### config.mk
export PLATFORM = sky130hd
export DESIGN_NAME = hazard_ctrl_sb
export DESIGN_NICKNAME = d
export VERILOG_FILES = /design/src/rtl/hazard_ctrl_sb.sv
export SDC_FILE = /design/constraint.sdc
export NUM_CORES = 1
export LEC_CHECK = 0
export BUFFER_PORTS_ARGS = -buffer_cell sky130_fd_sc_hd__buf_2
export CORE_ASPECT_RATIO = 0.7
export CORE_MARGIN = 1.5
export CORE_UTILIZATION = 30
export DETAILED_ROUTE_END_ITERATION = 12
export GPL_TIMING_DRIVEN = 0
export PLACE_DENSITY_LB_ADDON = 0.08
export SLEW_MARGIN = 40
export SYNTH_ARGS = -nofsm -noshare
export SYNTH_HDL_FRONTEND = slang
export SYNTH_SLANG_ARGS = --single-unit
### constraint.sdc
create_clock -name clock -period 7.1 [get_ports clock]
set_input_delay 1.42 -clock clock [delete_from_list [all_inputs] [get_ports clock]]
set_output_delay 1.42 -clock clock [all_outputs]
set_load 0.02 [all_outputs]
### src/rtl/hazard_ctrl_sb.sv
// -----------------------------------------------------------------------------
// hazard_ctrl_sb
//
// Hazard / forwarding controller for the 5-stage MIPS pipeline (F/D/E/M/W).
// It sits beside the datapath and drives every forward select, stall line and
// flush line. Besides classic forwarding and load-use/branch interlocks it holds:
//   - a register scoreboard for long-latency results (load, HILO, CP0 read)
//     that are still in M and cannot yet feed a D-stage branch compare,
//   - outstanding-transaction counters for the instruction and data buses,
//   - an exception drain FSM (RUN/DRAIN) that drops data responses belonging
//     to flushed accesses,
//   - a stall watchdog with a sticky timeout flag.
//
// Optional feature macro: HAZ_PERF_CNT_EN
//   defined     -> perf_mem/perf_mdu/perf_haz count stall cycles per cause
//   not defined -> counters are not built, perf_* read as 0
//
// Ports
//   clock, reset                     clock, asynchronous active-low reset
//   rs_d, rt_d, use_rs_d, use_rt_d   D-stage sources and "actually read" flags
//   branch_d                         D holds a branch/jr compared in D
//   rs_e, rt_e                       E-stage sources
//   write_reg_e, reg_write_e,
//   long_lat_e                       E destination, write enable, long-latency op
//   write_reg_m, reg_write_m,
//   exception_m                      M destination, write enable, exception
//   write_reg_w, reg_write_w         W destination, write enable
//   mdu_busy                         mul/div unit iterating
//   inst_req_ok, inst_data_ok        instruction bus request accepted / response
//   data_req_ok, data_data_ok        data bus request accepted / response
//   fwd_a_e, fwd_b_e                 E operand select: 10=M, 01=W, 00=regfile
//   fwd_a_d, fwd_b_d                 D compare operand from M result
//   stall_f..stall_w                 hold stage register
//   flush_d..flush_w                 clear stage register
//   exc_pc_sel_f                     select exception vector for the PC
//   discard_data                     drop the current data response
//   stall_timeout                    sticky watchdog flag
//   perf_mem, perf_mdu, perf_haz     stall-cycle counters
// -----------------------------------------------------------------------------
module hazard_ctrl_sb #(
    parameter int REG_W         = 5,
    parameter int NUM_REGS      = 32,
    parameter int MAX_OUT       = 2,
    parameter int OUT_W         = 2,
    parameter int STALL_TIMEOUT = 1024,
    parameter int TO_W          = 11
) (
    input  logic              clock,
    input  logic              reset,
    input  logic [REG_W-1:0]  rs_d,
    input  logic [REG_W-1:0]  rt_d,
    input  logic              use_rs_d,
    input  logic              use_rt_d,
    input  logic              branch_d,
    input  logic [REG_W-1:0]  rs_e,
    input  logic [REG_W-1:0]  rt_e,
    input  logic [REG_W-1:0]  write_reg_e,
    input  logic              reg_write_e,
    input  logic              long_lat_e,
    input  logic [REG_W-1:0]  write_reg_m,
    input  logic              reg_write_m,
    input  logic              exception_m,
    input  logic [REG_W-1:0]  write_reg_w,
    input  logic              reg_write_w,
    input  logic              mdu_busy,
    input  logic              inst_req_ok,
    input  logic              inst_data_ok,
    input  logic              data_req_ok,
    input  logic              data_data_ok,
    output logic [1:0]        fwd_a_e,
    output logic [1:0]        fwd_b_e,
    output logic              fwd_a_d,
    output logic              fwd_b_d,
    output logic              stall_f,
    output logic              stall_d,
    output logic              stall_e,
    output logic              stall_m,
    output logic              stall_w,
    output logic              flush_d,
    output logic              flush_e,
    output logic              flush_m,
    output logic              flush_w,
    output logic              exc_pc_sel_f,
    output logic              discard_data,
    output logic              stall_timeout,
    output logic [31:0]       perf_mem,
    output logic [31:0]       perf_mdu,
    output logic [31:0]       perf_haz
);

    typedef enum logic {
        ST_RUN   = 1'b0,
        ST_DRAIN = 1'b1
    } state_t;

    state_t               state_q, state_d;
    logic [OUT_W-1:0]     inst_out_q, inst_out_d;
    logic [OUT_W-1:0]     data_out_q, data_out_d;
    logic [NUM_REGS-1:0]  sb_q, sb_d;
    logic [TO_W-1:0]      wd_cnt_q, wd_cnt_d;
    logic                 timeout_q, timeout_d;

    logic                 mem_stall;
    logic                 haz_stall;
    logic                 wd_full;

    // E-stage operand select: M result has priority over W result.
    function automatic logic [1:0] fwd_sel(input logic [REG_W-1:0] src);
        if (src != '0 && src == write_reg_m && reg_write_m) begin
            return 2'b10;
        end else if (src != '0 && src == write_reg_w && reg_write_w) begin
            return 2'b01;
        end
        return 2'b00;
    endfunction

    // One D-stage source: hazard against a not-yet-forwardable producer in E,
    // or (for branches) against a long-latency result still sitting in M.
    function automatic logic src_hazard(input logic [REG_W-1:0] src,
                                        input logic             used);
        logic e_hit;
        e_hit = (src == write_reg_e) && reg_write_e && (branch_d || long_lat_e);
        return used && (src != '0) && (e_hit || (branch_d && sb_q[src]));
    endfunction

    // Outstanding counter update. Request and response together cancel; a
    // request at MAX_OUT or a response at zero is a protocol error and is ignored.
    function automatic logic [OUT_W-1:0] out_next(input logic [OUT_W-1:0] cnt,
                                                  input logic             req,
                                                  input logic             rsp);
        if (req && rsp) begin
            return cnt;
        end else if (req && cnt != OUT_W'(MAX_OUT)) begin
            return cnt + OUT_W'(1);
        end else if (rsp && cnt != '0) begin
            return cnt - OUT_W'(1);
        end
        return cnt;
    endfunction

    assign mem_stall = (data_out_q != '0) || (inst_out_q != '0);
    assign haz_stall = src_hazard(rs_d, use_rs_d) || src_hazard(rt_d, use_rt_d);
    assign wd_full   = (wd_cnt_q == TO_W'(STALL_TIMEOUT));

    // ---------------------------------------------------------------- state
    always_ff @(posedge clock or negedge reset) begin
        if (!reset) begin
            state_q    <= ST_RUN;
            inst_out_q <= '0;
            data_out_q <= '0;
            sb_q       <= '0;
            wd_cnt_q   <= '0;
            timeout_q  <= 1'b0;
        end else begin
            state_q    <= state_d;
            inst_out_q <= inst_out_d;
            data_out_q <= data_out_d;
            sb_q       <= sb_d;
            wd_cnt_q   <= wd_cnt_d;
            timeout_q  <= timeout_d;
        end
    end

    // ---------------------------------------------------------------- next state
    always_comb begin
        state_d = state_q;
        case (state_q)
            ST_RUN: begin
                if (exception_m && data_out_q != '0) begin
                    state_d = ST_DRAIN;
                end
            end
            ST_DRAIN: begin
                // Leave as soon as the last flushed response has arrived,
                // counting the response of this very cycle.
                if (!exception_m && data_out_d == '0) begin
                    state_d = ST_RUN;
                end
            end
            default: state_d = ST_RUN;
        endcase
    end

    always_comb begin
        inst_out_d = out_next(inst_out_q, inst_req_ok, inst_data_ok);
        data_out_d = out_next(data_out_q, data_req_ok, data_data_ok);
    end

    // Scoreboard. A hazard bubble (flush_e raised for a D-stage hazard) clears
    // what enters E next, not the long-latency op already in E, so only an
    // exception kills the E-stage write here. The set is applied after the
    // clear so that a set and clear of the same register keeps the bit.
    always_comb begin
        sb_d = sb_q;
        if (!stall_m) begin
            sb_d[write_reg_m] = 1'b0;
        end
        if (reg_write_e && long_lat_e && write_reg_e != '0 && !stall_e && !exception_m) begin
            sb_d[write_reg_e] = 1'b1;
        end
        if (exception_m) begin
            sb_d = '0;
        end
        sb_d[0] = 1'b0;
    end

    always_comb begin
        if (!stall_f) begin
            wd_cnt_d = '0;
        end else if (wd_full) begin
            wd_cnt_d = wd_cnt_q;
        end else begin
            wd_cnt_d = wd_cnt_q + TO_W'(1);
        end
        timeout_d = timeout_q | wd_full;
    end

    // ---------------------------------------------------------------- outputs
    always_comb begin
        fwd_a_e       = 2'b00;
        fwd_b_e       = 2'b00;
        fwd_a_d       = 1'b0;
        fwd_b_d       = 1'b0;
        stall_f       = 1'b0;
        stall_d       = 1'b0;
        stall_e       = 1'b0;
        stall_m       = 1'b0;
        stall_w       = 1'b0;
        flush_d       = 1'b0;
        flush_e       = 1'b0;
        flush_m       = 1'b0;
        flush_w       = 1'b0;
        exc_pc_sel_f  = 1'b0;
        discard_data  = 1'b0;
        stall_timeout = 1'b0;
        if (reset) begin
            fwd_a_e = fwd_sel(rs_e);
            fwd_b_e = fwd_sel(rt_e);
            fwd_a_d = (rs_d != '0) && (rs_d == write_reg_m) && reg_write_m;
            fwd_b_d = (rt_d != '0) && (rt_d == write_reg_m) && reg_write_m;

            if (exception_m) begin
                flush_d      = 1'b1;
                flush_e      = 1'b1;
                flush_m      = 1'b1;
                flush_w      = 1'b1;
                exc_pc_sel_f = 1'b1;
                stall_f      = (state_q == ST_DRAIN);
            end else if (state_q == ST_DRAIN) begin
                // Redirected PC is held until flushed data responses are gone;
                // the rest of the pipeline only carries bubbles.
                stall_f = 1'b1;
            end else if (mem_stall || mdu_busy) begin
                stall_f = 1'b1;
                stall_d = 1'b1;
                stall_e = 1'b1;
                stall_m = 1'b1;
                stall_w = 1'b1;
            end else if (haz_stall) begin
                stall_f = 1'b1;
                stall_d = 1'b1;
                flush_e = 1'b1;
            end

            discard_data  = (state_q == ST_DRAIN) && data_data_ok;
            stall_timeout = timeout_q | wd_full;
        end
    end

`ifdef HAZ_PERF_CNT_EN
    logic [31:0] perf_mem_q, perf_mem_d;
    logic [31:0] perf_mdu_q, perf_mdu_d;
    logic [31:0] perf_haz_q, perf_haz_d;

    // Each stall cycle is charged to its highest-priority cause only;
    // exception cycles are not charged. Counters wrap naturally.
    always_comb begin
        perf_mem_d = perf_mem_q;
        perf_mdu_d = perf_mdu_q;
        perf_haz_d = perf_haz_q;
        if (!exception_m) begin
            if (mem_stall) begin
                perf_mem_d = perf_mem_q + 32'd1;
            end else if (mdu_busy) begin
                perf_mdu_d = perf_mdu_q + 32'd1;
            end else if (haz_stall) begin
                perf_haz_d = perf_haz_q + 32'd1;
            end
        end
    end

    always_ff @(posedge clock or negedge reset) begin
        if (!reset) begin
            perf_mem_q <= '0;
            perf_mdu_q <= '0;
            perf_haz_q <= '0;
        end else begin
            perf_mem_q <= perf_mem_d;
            perf_mdu_q <= perf_mdu_d;
            perf_haz_q <= perf_haz_d;
        end
    end

    assign perf_mem = perf_mem_q;
    assign perf_mdu = perf_mdu_q;
    assign perf_haz = perf_haz_q;
`else
    assign perf_mem = 32'd0;
    assign perf_mdu = 32'd0;
    assign perf_haz = 32'd0;
`endif

endmodule

# After elaboration in Yosys (flattened, before gate mapping)

Index checks and enable logic that the tools add are counted.

Output and inout bits: 114
Register bits after elaboration: 48
Input port bits: 50
Logic and storage cells: 153

Bitwise logic cells: 6
Multiplexer cells: 64
$add $sub $neg: 5
Reductions and logical operators: 54
$lt $le $gt $ge: 6
Equal/unequal tests: 12

Operators with widths:

| operator                                                              | number |
|---|---|
| 32-bit 2-to-1 mux                                                     | 3 |
| 5-bit equality test                                                   | 8 |
| 1-bit 2-to-1 mux                                                      | 40 |
| 1-bit logical AND                                                     | 37 |
| 32-bit bitwise AND                                                    | 1 |
| 32-bit inverter                                                       | 1 |
| 32-bit OR                                                             | 1 |
| 2-bit 2-to-1 mux                                                      | 14 |
| 5-bit nonzero test                                                    | 5 |
| 5-bit by 6-bit < comparator with 1-bit output, second input constant  | 4 |
| 11-bit 2-to-1 mux                                                     | 2 |
| 11-bit by 1-bit adder with 11-bit output, second input constant       | 1 |
| 11-bit equality test, second input constant                           | 1 |
| 1-bit binary-select mux with 5-bit select                             | 2 |
| 1-bit demux with 5-bit select                                         | 2 |
| 5-bit by 1-bit >= comparator with 1-bit output, second input constant | 2 |
| 1-bit logical OR                                                      | 6 |
| 2-bit inequality test, second input constant                          | 3 |
| 2-bit by 1-bit adder with 2-bit output, second input constant         | 2 |
| 2-bit nonzero test                                                    | 2 |
| 2-bit by 1-bit subtractor with 2-bit output, second input constant    | 2 |
| 1-bit zero test                                                       | 2 |
| 2-bit zero test                                                       | 1 |
| 1-bit inverter                                                        | 2 |
| other kinds (3)                                                       | 3 |

# Logic depth before layout (Yosys ltp)

Gate-level depths: netlist of the first run.

Depth after elaboration: 12
Gate-level depth with buffers: 9
Depth with buffers taken out: 7

# Least setup slack after synthesis of the first run

OpenSTA, ideal clock, no wires.

Path kind: in2out
From: input rt_d[1]
To: output stall_d
Slack: 2.483 ns
Arrival: 3.197 ns
Required time: 5.680 ns
Stages: 7
Path buffers: 1
Path through: buf_6 > mux2i_1 > mux4_2 > mux2_2 > a211oi_2 > nor3_1 > a31oi_1

Longest elaborated chain between the ends: 11
Elaborated cells between the ends (all ways): 16
Those cells by class: 1 x eq/ne; 7 x mux; 8 x reduce/logical

RTL lines:

| item                                                                             | RTL line | source |
|---|---|---|
| start: declaration                                                               | 51       | `input logic [REG_W-1:0] rt_d,` |
| 1-bit binary-select mux with 5-bit select or 5-bit equality test (tied branches) | 123, 122 |  |
| 1-bit 2-to-1 mux (implied by the code) or 1-bit logical AND (tied branches)      | 123, 122 |  |
| 1-bit logical AND, on equally long branches                                      | 123, 122 |  |
| 1-bit logical OR                                                                 | 123      | `return used && (src != '0) && (e_hit \|\| (branch_d && sb_q[src]));` |
| 1-bit logical AND *                                                              | 123      |  |
| 1-bit logical OR *                                                               | 142      | `assign haz_stall = src_hazard(rs_d, use_rs_d) \|\| src_hazard(rt_d, use_rt_d);` |
| 1-bit 2-to-1 mux *                                                               | 259      | `end else if (haz_stall) begin` |
| 1-bit 2-to-1 mux *                                                               | 253      | `end else if (mem_stall \|\| mdu_busy) begin` |
| 1-bit 2-to-1 mux *                                                               | 249      | `end else if (state_q == ST_DRAIN) begin` |
| 1-bit 2-to-1 mux *                                                               | 242      | `if (exception_m) begin` |
| 1-bit 2-to-1 mux *                                                               | 236      | `if (reset) begin` |
| end: declaration                                                                 | 75       | `output logic stall_d,` |

Mark *: on every way between the ends. The rest lies on a longest branch, timed or not. The select of a mux whose other input is x is not followed.

# Worst setup path in the final report of the first run

From: input rs_d[0]
To: output flush_e

Longest elaborated chain between the ends: 11
Elaborated cells between the ends (all ways): 16
Those cells by class: 1 x eq/ne; 7 x mux; 8 x reduce/logical

RTL lines:

| item                                                                             | RTL line | source |
|---|---|---|
| start: declaration                                                               | 50       | `input logic [REG_W-1:0] rs_d,` |
| 1-bit binary-select mux with 5-bit select or 5-bit equality test (tied branches) | 123, 122 |  |
| 1-bit 2-to-1 mux (implied by the code) or 1-bit logical AND (tied branches)      | 123, 122 |  |
| 1-bit logical AND, on equally long branches                                      | 123, 122 |  |
| 1-bit logical OR                                                                 | 123      |  |
| 1-bit logical AND *                                                              | 123      |  |
| 1-bit logical OR *                                                               | 142      |  |
| 1-bit 2-to-1 mux *                                                               | 259      |  |
| 1-bit 2-to-1 mux *                                                               | 253      |  |
| 1-bit 2-to-1 mux *                                                               | 249      |  |
| 1-bit 2-to-1 mux *                                                               | 242      |  |
| 1-bit 2-to-1 mux *                                                               | 236      |  |
| end: declaration                                                                 | 80       | `output logic flush_e,` |

Marked as above.

==> results of run 1 <==
-- power by group through the flow --
stage	sequential, uW	combinational (uW)	clock (uW)
finish	303	274	252
detailed placement	308	272	0
CTS	303	273	257
global placement	308	271	0
floorplan	305	209	0
global route	306	300	268
-- registers in the layout, summed over array words and instances, names as in the netlist --
signal	count
data_out_q	2
inst_out_q	2
sb_q	31
state_q	1
timeout_q	1
wd_cnt_q	11
-- critical path, cell delays in order --
cell and delay (ps):
buf_6 110, buf_2 290, mux2i_1 240, nor3_1 60, o311ai_0 700, a311oi_2 280
nor4_1 380, nor2_1 100, buf_2 170
-- synth_stat cells, types with 5 or more instances --
cell type | count | area (um^2)
mux4_2 | 7 | 158
nor2_2 | 11 | 68.8
and2_1 | 5 | 31.3
xor2_1 | 13 | 114
nand3_1 | 15 | 75.1
buf_4 | 101 | 758
a21oi_1 | 41 | 205
o21ai_0 | 39 | 195
nand3b_1 | 5 | 37.5
nor2b_1 | 11 | 68.8
nor2_1 | 17 | 63.8
nand2_1 | 54 | 203
inv_1 | 9 | 33.8
clkbuf_1 | 19 | 71.3
nor4_1 | 10 | 62.6
mux2i_1 | 11 | 110
nand4_1 | 10 | 62.6
mux4_1 | 5 | 131
nor3_1 | 9 | 45.0
dfrtp_1 | 48 | 1200
xnor2_1 | 33 | 289
-- final timing paths --
kind                               start       endpoint  slack (ps)
hold / removal                 timeout_q      timeout_q         460
max in group asynchronous          reset       sb_q[24]        5480
setup / recovery                 rs_d[0]        flush_e        1920
hold reg to reg                timeout_q      timeout_q         460
min in group asynchronous          reset  inst_out_q[0]        1140
setup reg to reg           inst_out_q[0]       sb_q[20]        4360
-- cell type report --
type / count / area, um^2 / share of cell area, %
Buffer: 127 / 893 / 16.4
Tap cell: 190 / 238 / 4.35
Clock buffer: 7 / 143 / 2.61
Multi-Input combinational cell: 434 / 2670 / 48.8
Clock inverter: 1 / 7.51 / 0.137
Inverter: 9 / 33.8 / 0.619
Timing Repair Buffer: 55 / 278 / 5.09
Sequential cell: 48 / 1200 / 22.0
-- cells in the final DEF, fill, tap and decap left out, types with 4 or more instances in the layout --
| cell | netlist | routed |
|---|---|---|
| nor3_1 | 9 | 6 |
| and3_1 | 4 | 4 |
| nand2_1 | 54 | 54 |
| clkbuf_1 | 19 | 20 |
| conb_1 | 1 | 96 |
| nand4_1 | 10 | 10 |
| buf_2 | 2 | 56 |
| mux2_2 | 4 | 4 |
| nor2b_1 | 11 | 11 |
| mux2i_1 | 11 | 11 |
| nor2_1 | 17 | 17 |
| nor3b_1 | 4 | 4 |
| buf_4 | 101 | 102 |
| inv_1 | 9 | 9 |
| clkbuf_16 | 0 | 5 |
| mux4_2 | 7 | 7 |
| dfrtp_1 | 48 | 48 |
| xor2_1 | 13 | 13 |
| buf_6 | 4 | 4 |
| nor4_1 | 10 | 10 |
| and2_1 | 5 | 5 |
| o21ai_0 | 39 | 39 |
| nor2_2 | 11 | 11 |
| nand3_1 | 15 | 15 |
| xnor2_1 | 33 | 33 |
| mux4_1 | 5 | 5 |
| a21oi_1 | 41 | 41 |
| nand3b_1 | 5 | 5 |
-- cell families (layout without fill, tap and decap cells) --
group                      after synthesis  count (layout)  share of synthesized area (%)
and+or+nand+nor                        170             170                           20.4
buffers and inverters                  136             199                           21.0
AOI/OAI and AO/OA                       93              93                           11.7
DFF                                     48              48                           27.1
xor gates and xnor gates                46              46                           9.11
muxes                                   27              27                           10.0
adders and majority gates                2               2                          0.566
other                                    1              96                         0.0848
-- layer usage --
layer	global-route usage, %	up-vias	part of all wire (%)
li1	-	1920	-
met2	25.0	132	44
met5	0	-	0
met1	24.4	1792	48
met4	2.55	0	0.29
met3	3.97	6	7.7
-- metrics by stage --
stage / utilization (%) / std cells
after floorplan: - / 618
after global placement: 37.4 / 863
after detailed placement: 37.6 / 863
after CTS: 38.6 / 871
after global routing: 38.6 / 871
final: 38.6 / 871
==> flow_metrics.tcl, run 1 <==
set metrics [dict create \
    gr-usage-all-layers_pct 16.6 \
    finalMaxSlewViolations 0 \
    fin_crit_ps 5180 \
    fin_nets 732 \
    crit_arrival_ps 3760 \
    drc 0 \
    finalPower_uw 829 \
    internal-power_uw 535 \
    cts_root_buf "clkbuf_16" \
    critPathMaxFanout 10 \
    status "complete, no violations" \
    coreArea_mm2 0.0141 \
    grt_pass1_vias 3595 \
    initial_core_util_pct 31.3 \
    clkSinkCount 48 \
    worst_slack_ps 1920 \
    syn_area_mm2 0.00442 \
    synth_flop_cell "dfrtp_1" \
    grt_max_degree 52 \
    drt-wirelength-per-cell_um 14.9 \
    cts_tree "yes" \
    drtPass1Iterations 4 \
    vias 3850 \
    swShare_pct 35.4 \
    synth_cells 523 \
    worstHoldPathType "reg2reg" \
    critPathLaunchType "input port" \
    io_pins 164 \
    die-area_mm2 0.0155 \
    rsz0062_at_grt "no" \
    synth-async-reset-ratio_pct 100 \
    area_delta_synth_final_pct 23.4 \
    crit_type "in2out" \
    fin_area_mm2 0.00546 \
    die_h_um 105 \
    p_leak_uw 0.00261 \
    routabilityCongestion 0.887 \
    finalClockSkew_ps 6.88 \
    cts_setup_buffers 0 \
    ant_nets 0 \
    rows 36 \
    period_share_pct 72.9 \
    fill_cells 1475 \
    antenna_found_initial 0 \
    clkTransAtPathRegs_ps 70 \
    timing.final.hold_violations 0 \
    avgSynthCellArea_um2 8.46 \
    seqPwrFrac_pct 36.5 \
    drt_iter0_drc 208 \
    setup-tns-final_ps 0 \
    worstMarginPinSlew_ps 880 \
    comb_power_share_pct 33.1 \
    ys_types 50 \
    hpwl_mm 9.76 \
    yosys_warnings 0 \
    fmax_ghz 0.193 \
    cp-end-kind "primary output" \
    reg2reg_depth 6 \
    clockBufferDepth 2 \
    ys_seq_area_share_pct 27.1 \
    vdd_drop_max_mv 0.0857 \
    insertion_delay_ps 290 \
    cts_resized 0 \
    layout-drive-gt1-share_pct 29.7 \
    p_switching_uw 293 \
    cts_buffers 5 \
    diodes 0 \
    synth-seq-cells 48 \
    maxCapViolations 0 \
    p_clk_share_pct 30.4 \
    hold_buffers 0 \
    grt_overflow 0 \
    relSlewSlack_pct 41.0 \
    post-place-ws_ps 1960 \
    htree_num_levels 2 \
    synth_edf_count 0 \
    worst_hold_slack_ps 465 \
    grt_pass1_wl_mm 19.9 \
    whs_path_depth 1 \
    dieWidth_um 148 \
    power_density_mw_per_mm2 152 \
    placed_area_mm2 0.00531 \
    required_ps 5680 \
    io_buffers 55 \
    finalSetupViolations 0 \
    wl_mm 13.0 \
    vias_per_cell 4.42 \
]
No activity file was read; power rests on OpenSTA's default activity.
==> run 2: changes to the inputs <==
--- a/config.mk
+++ b/config.mk
@@ -5,6 +5,7 @@
 export SDC_FILE = /design/constraint.sdc
 export NUM_CORES = 1
 export LEC_CHECK = 0
+export ABC_AREA = 1
 export BUFFER_PORTS_ARGS = -buffer_cell sky130_fd_sc_hd__buf_2
 export CORE_ASPECT_RATIO = 0.7
 export CORE_MARGIN = 1.5
==> constraint.sdc (replaced) <==
create_clock -name clock -period 4.7 [get_ports clock]
set_input_delay 0.94 -clock clock [delete_from_list [all_inputs] [get_ports clock]]
set_output_delay 0.94 -clock clock [all_outputs]
set_load 0.02 [all_outputs]
==> flow_metrics.tcl, run 2 <==
set metrics [dict create \
    clockBufferDepth 2 \
    drt-met1-wl_mm 7.07 \
    synth-seq-cells 48 \
    crit_type "in2out" \
    drt_iter0_drc 457 \
    critPathMaxFanout 53 \
    synth_edf_count 0 \
    regMostFlops "sb_q" \
    hpwl_mm 11.9 \
    ys_types 41 \
    rsz0062_at_grt "no" \
    io_buffers 58 \
    final_cells 1030 \
    setup-tns-final_ps 0 \
    vias 4736 \
    finalMaxSlewViolations 0 \
    cp-end-kind "primary output" \
    finalClockSkew_ps 5.81 \
    layout_common_cells "nand2_1, buf_4, conb_1" \
    post-place-ws_ps 797 \
    ant_nets 0 \
    grt_pass1_vias 4196 \
    grt_overflow 0 \
    worst_hold_slack_ps 459 \
    rows 37 \
    power_density_mw_per_mm2 235 \
    fmax_ghz 0.260 \
    relSlewSlack_pct 39.4 \
    required_ps 3760 \
    finalPower_uw 1320 \
    grt_max_degree 54 \
    worstMarginPinSlew_ps 903 \
    cts_root_buf "clkbuf_16" \
    synth_flop_cell "dfrtp_1" \
    drt-wirelength-per-cell_um 14.8 \
    drtPass1Iterations 6 \
    highest_layer "met4" \
    syn_area_mm2 0.00456 \
    hold_buffers 0 \
    timing.final.hold_violations 0 \
    io_pins 164 \
    htree_num_levels 2 \
    synth_top_cells_by_area "dfrtp_1, buf_4, nand2_1, nand3_1, inv_1" \
    critPathLaunchType "input port" \
    initial_core_util_pct 30.9 \
    cts_tree "yes" \
    worstHoldPathType "reg2reg" \
    die_h_um 106 \
    gr-usage-all-layers_pct 19.1 \
    fill_cells 1597 \
    reg_top3 "sb_q (31), wd_cnt_q (11)" \
    grt_pass1_wl_mm 23.4 \
    wl_mm 15.2 \
    diodes 0 \
    cp_slowest_cell "buf_4" \
    cts_resized 0 \
    cts_setup_buffers 0 \
    worstPathCellList "buf_4, inv_1, nor2_1, nand3_1, buf_2, inv_1, buf_4, buf_2" \
    p_leak_uw 0.00292 \
    place_inst 1023 \
    wl_met3_mm 1.39 \
    coreArea_mm2 0.0148 \
    layout_commonest_cell "nand2_1" \
    clkTransAtPathRegs_ps 60 \
    avgSynthCellArea_um2 6.76 \
    synth-async-reset-ratio_pct 100 \
    area_delta_synth_final_pct 22.8 \
    clkSinkCount 48 \
    dieWidth_um 150 \
    finalSetupViolations 0 \
    cts_buffers 5 \
    vias_per_cell 4.60 \
    fin_nets 887 \
    routabilityCongestion 0.959 \
    yosys.area.top_type_share_pct 26.3 \
    synth_cells 675 \
    fin_crit_ps 3850 \
    post-synth-top-count-cell "nand2_1" \
    layout-drive-gt1-share_pct 24.0 \
    worst_slack_ps 850 \
    antenna_found_initial 0 \
    crit_arrival_ps 2910 \
    insertion_delay_ps 290 \
    wl_met2_mm 6.64 \
    largest_reg_flops 31 \
    vdd_drop_max_mv 0.132 \
    ys_seq_area_share_pct 26.3 \
    yosys_warnings 0 \
    period_share_pct 81.9 \
    maxCapViolations 0 \
    status "complete, no violations" \
    die-area_mm2 0.0160 \
    cp_slowest_stage_delay_ps 530 \
    synthTopCellsByCount "nand2_1, buf_4, inv_1" \
    drc 0 \
    synth_top_area_cell "dfrtp_1" \
]
-- run 2: cell types whose count changed after synthesis, moves of 11 or more --
cell / change
nand2_1: +87
inv_1: +65
nand3_1: +58
xnor2_1: -25
nor3_1: +12
mux2i_1: -11
nor2_2: -11
nor2b_1: -11
-- run 2: per-layer routing --
metal	vias up	track usage [%]
met5	-	0
met4	0	3.85
met1	2154	28.8
met2	230	28.4
li1	2340	-
met3	12	3.18
-- run 2: cells by family (layout without fill, tap and decap cells) --
group | count (synthesis) | after routing | share of synthesized area, %
AND/OR/NAND/NOR | 281 | 281 | 27.6
XOR/XNOR | 24 | 24 | 4.61
multiplexers | 1 | 1 | 0.247
flip-flops | 48 | 48 | 26.3
other | 1 | 96 | 0.0822
buffers and inverters | 204 | 269 | 25.8
adder cells (fa/ha/maj) | 2 | 2 | 0.548
AO/OA/AOI/OAI | 114 | 114 | 14.7
-- run 2: metrics by stage --
step | instance area, um^2 | util [%]
finish | 5610 | 38.0
global route | 5610 | 38.0
CTS | 5590 | 37.9
floorplan | 4920 | -
detailed placement | 5460 | 37.0
global placement | 5460 | 36.9
-- run 2: worst paths after layout --
kind,from,end,slack [ps],cells after the start
worst min-delay path,timeout_q,timeout_q,460,2
worst max register to register,inst_out_q[0],sb_q[2],2420,7
max in group asynchronous,reset,sb_q[29],3530,1
worst min register to register,timeout_q,timeout_q,460,2
worst max-delay path,reset,stall_w,850,8
min in group asynchronous,reset,wd_cnt_q[4],690,1
-- run 2: worst max-delay path: cells and delay by family --
kind | cells | cell delay (ps)
simple gates | 2 | 380
buf+inv | 6 | 1550
-- run 2: report_power, final --
part,switching (uW),internal (uW),leakage [uW],total [uW]
logic,319,176,0.00219,495
clock network,153,194,0.0000667,347
registers,27.2,447,0.000657,474
-- run 2: final cells by class --
class	instances	area [um^2]	area share, %
Tap cell	195	244	4.35
Multi-Input combinational cell	518	2550	45.6
Inverter	80	300	5.36
Timing Repair Buffer	58	293	5.22
Buffer	124	880	15.7
Clock inverter	1	5.00	0.0893
Clock buffer	6	129	2.30
Sequential cell	48	1200	21.4
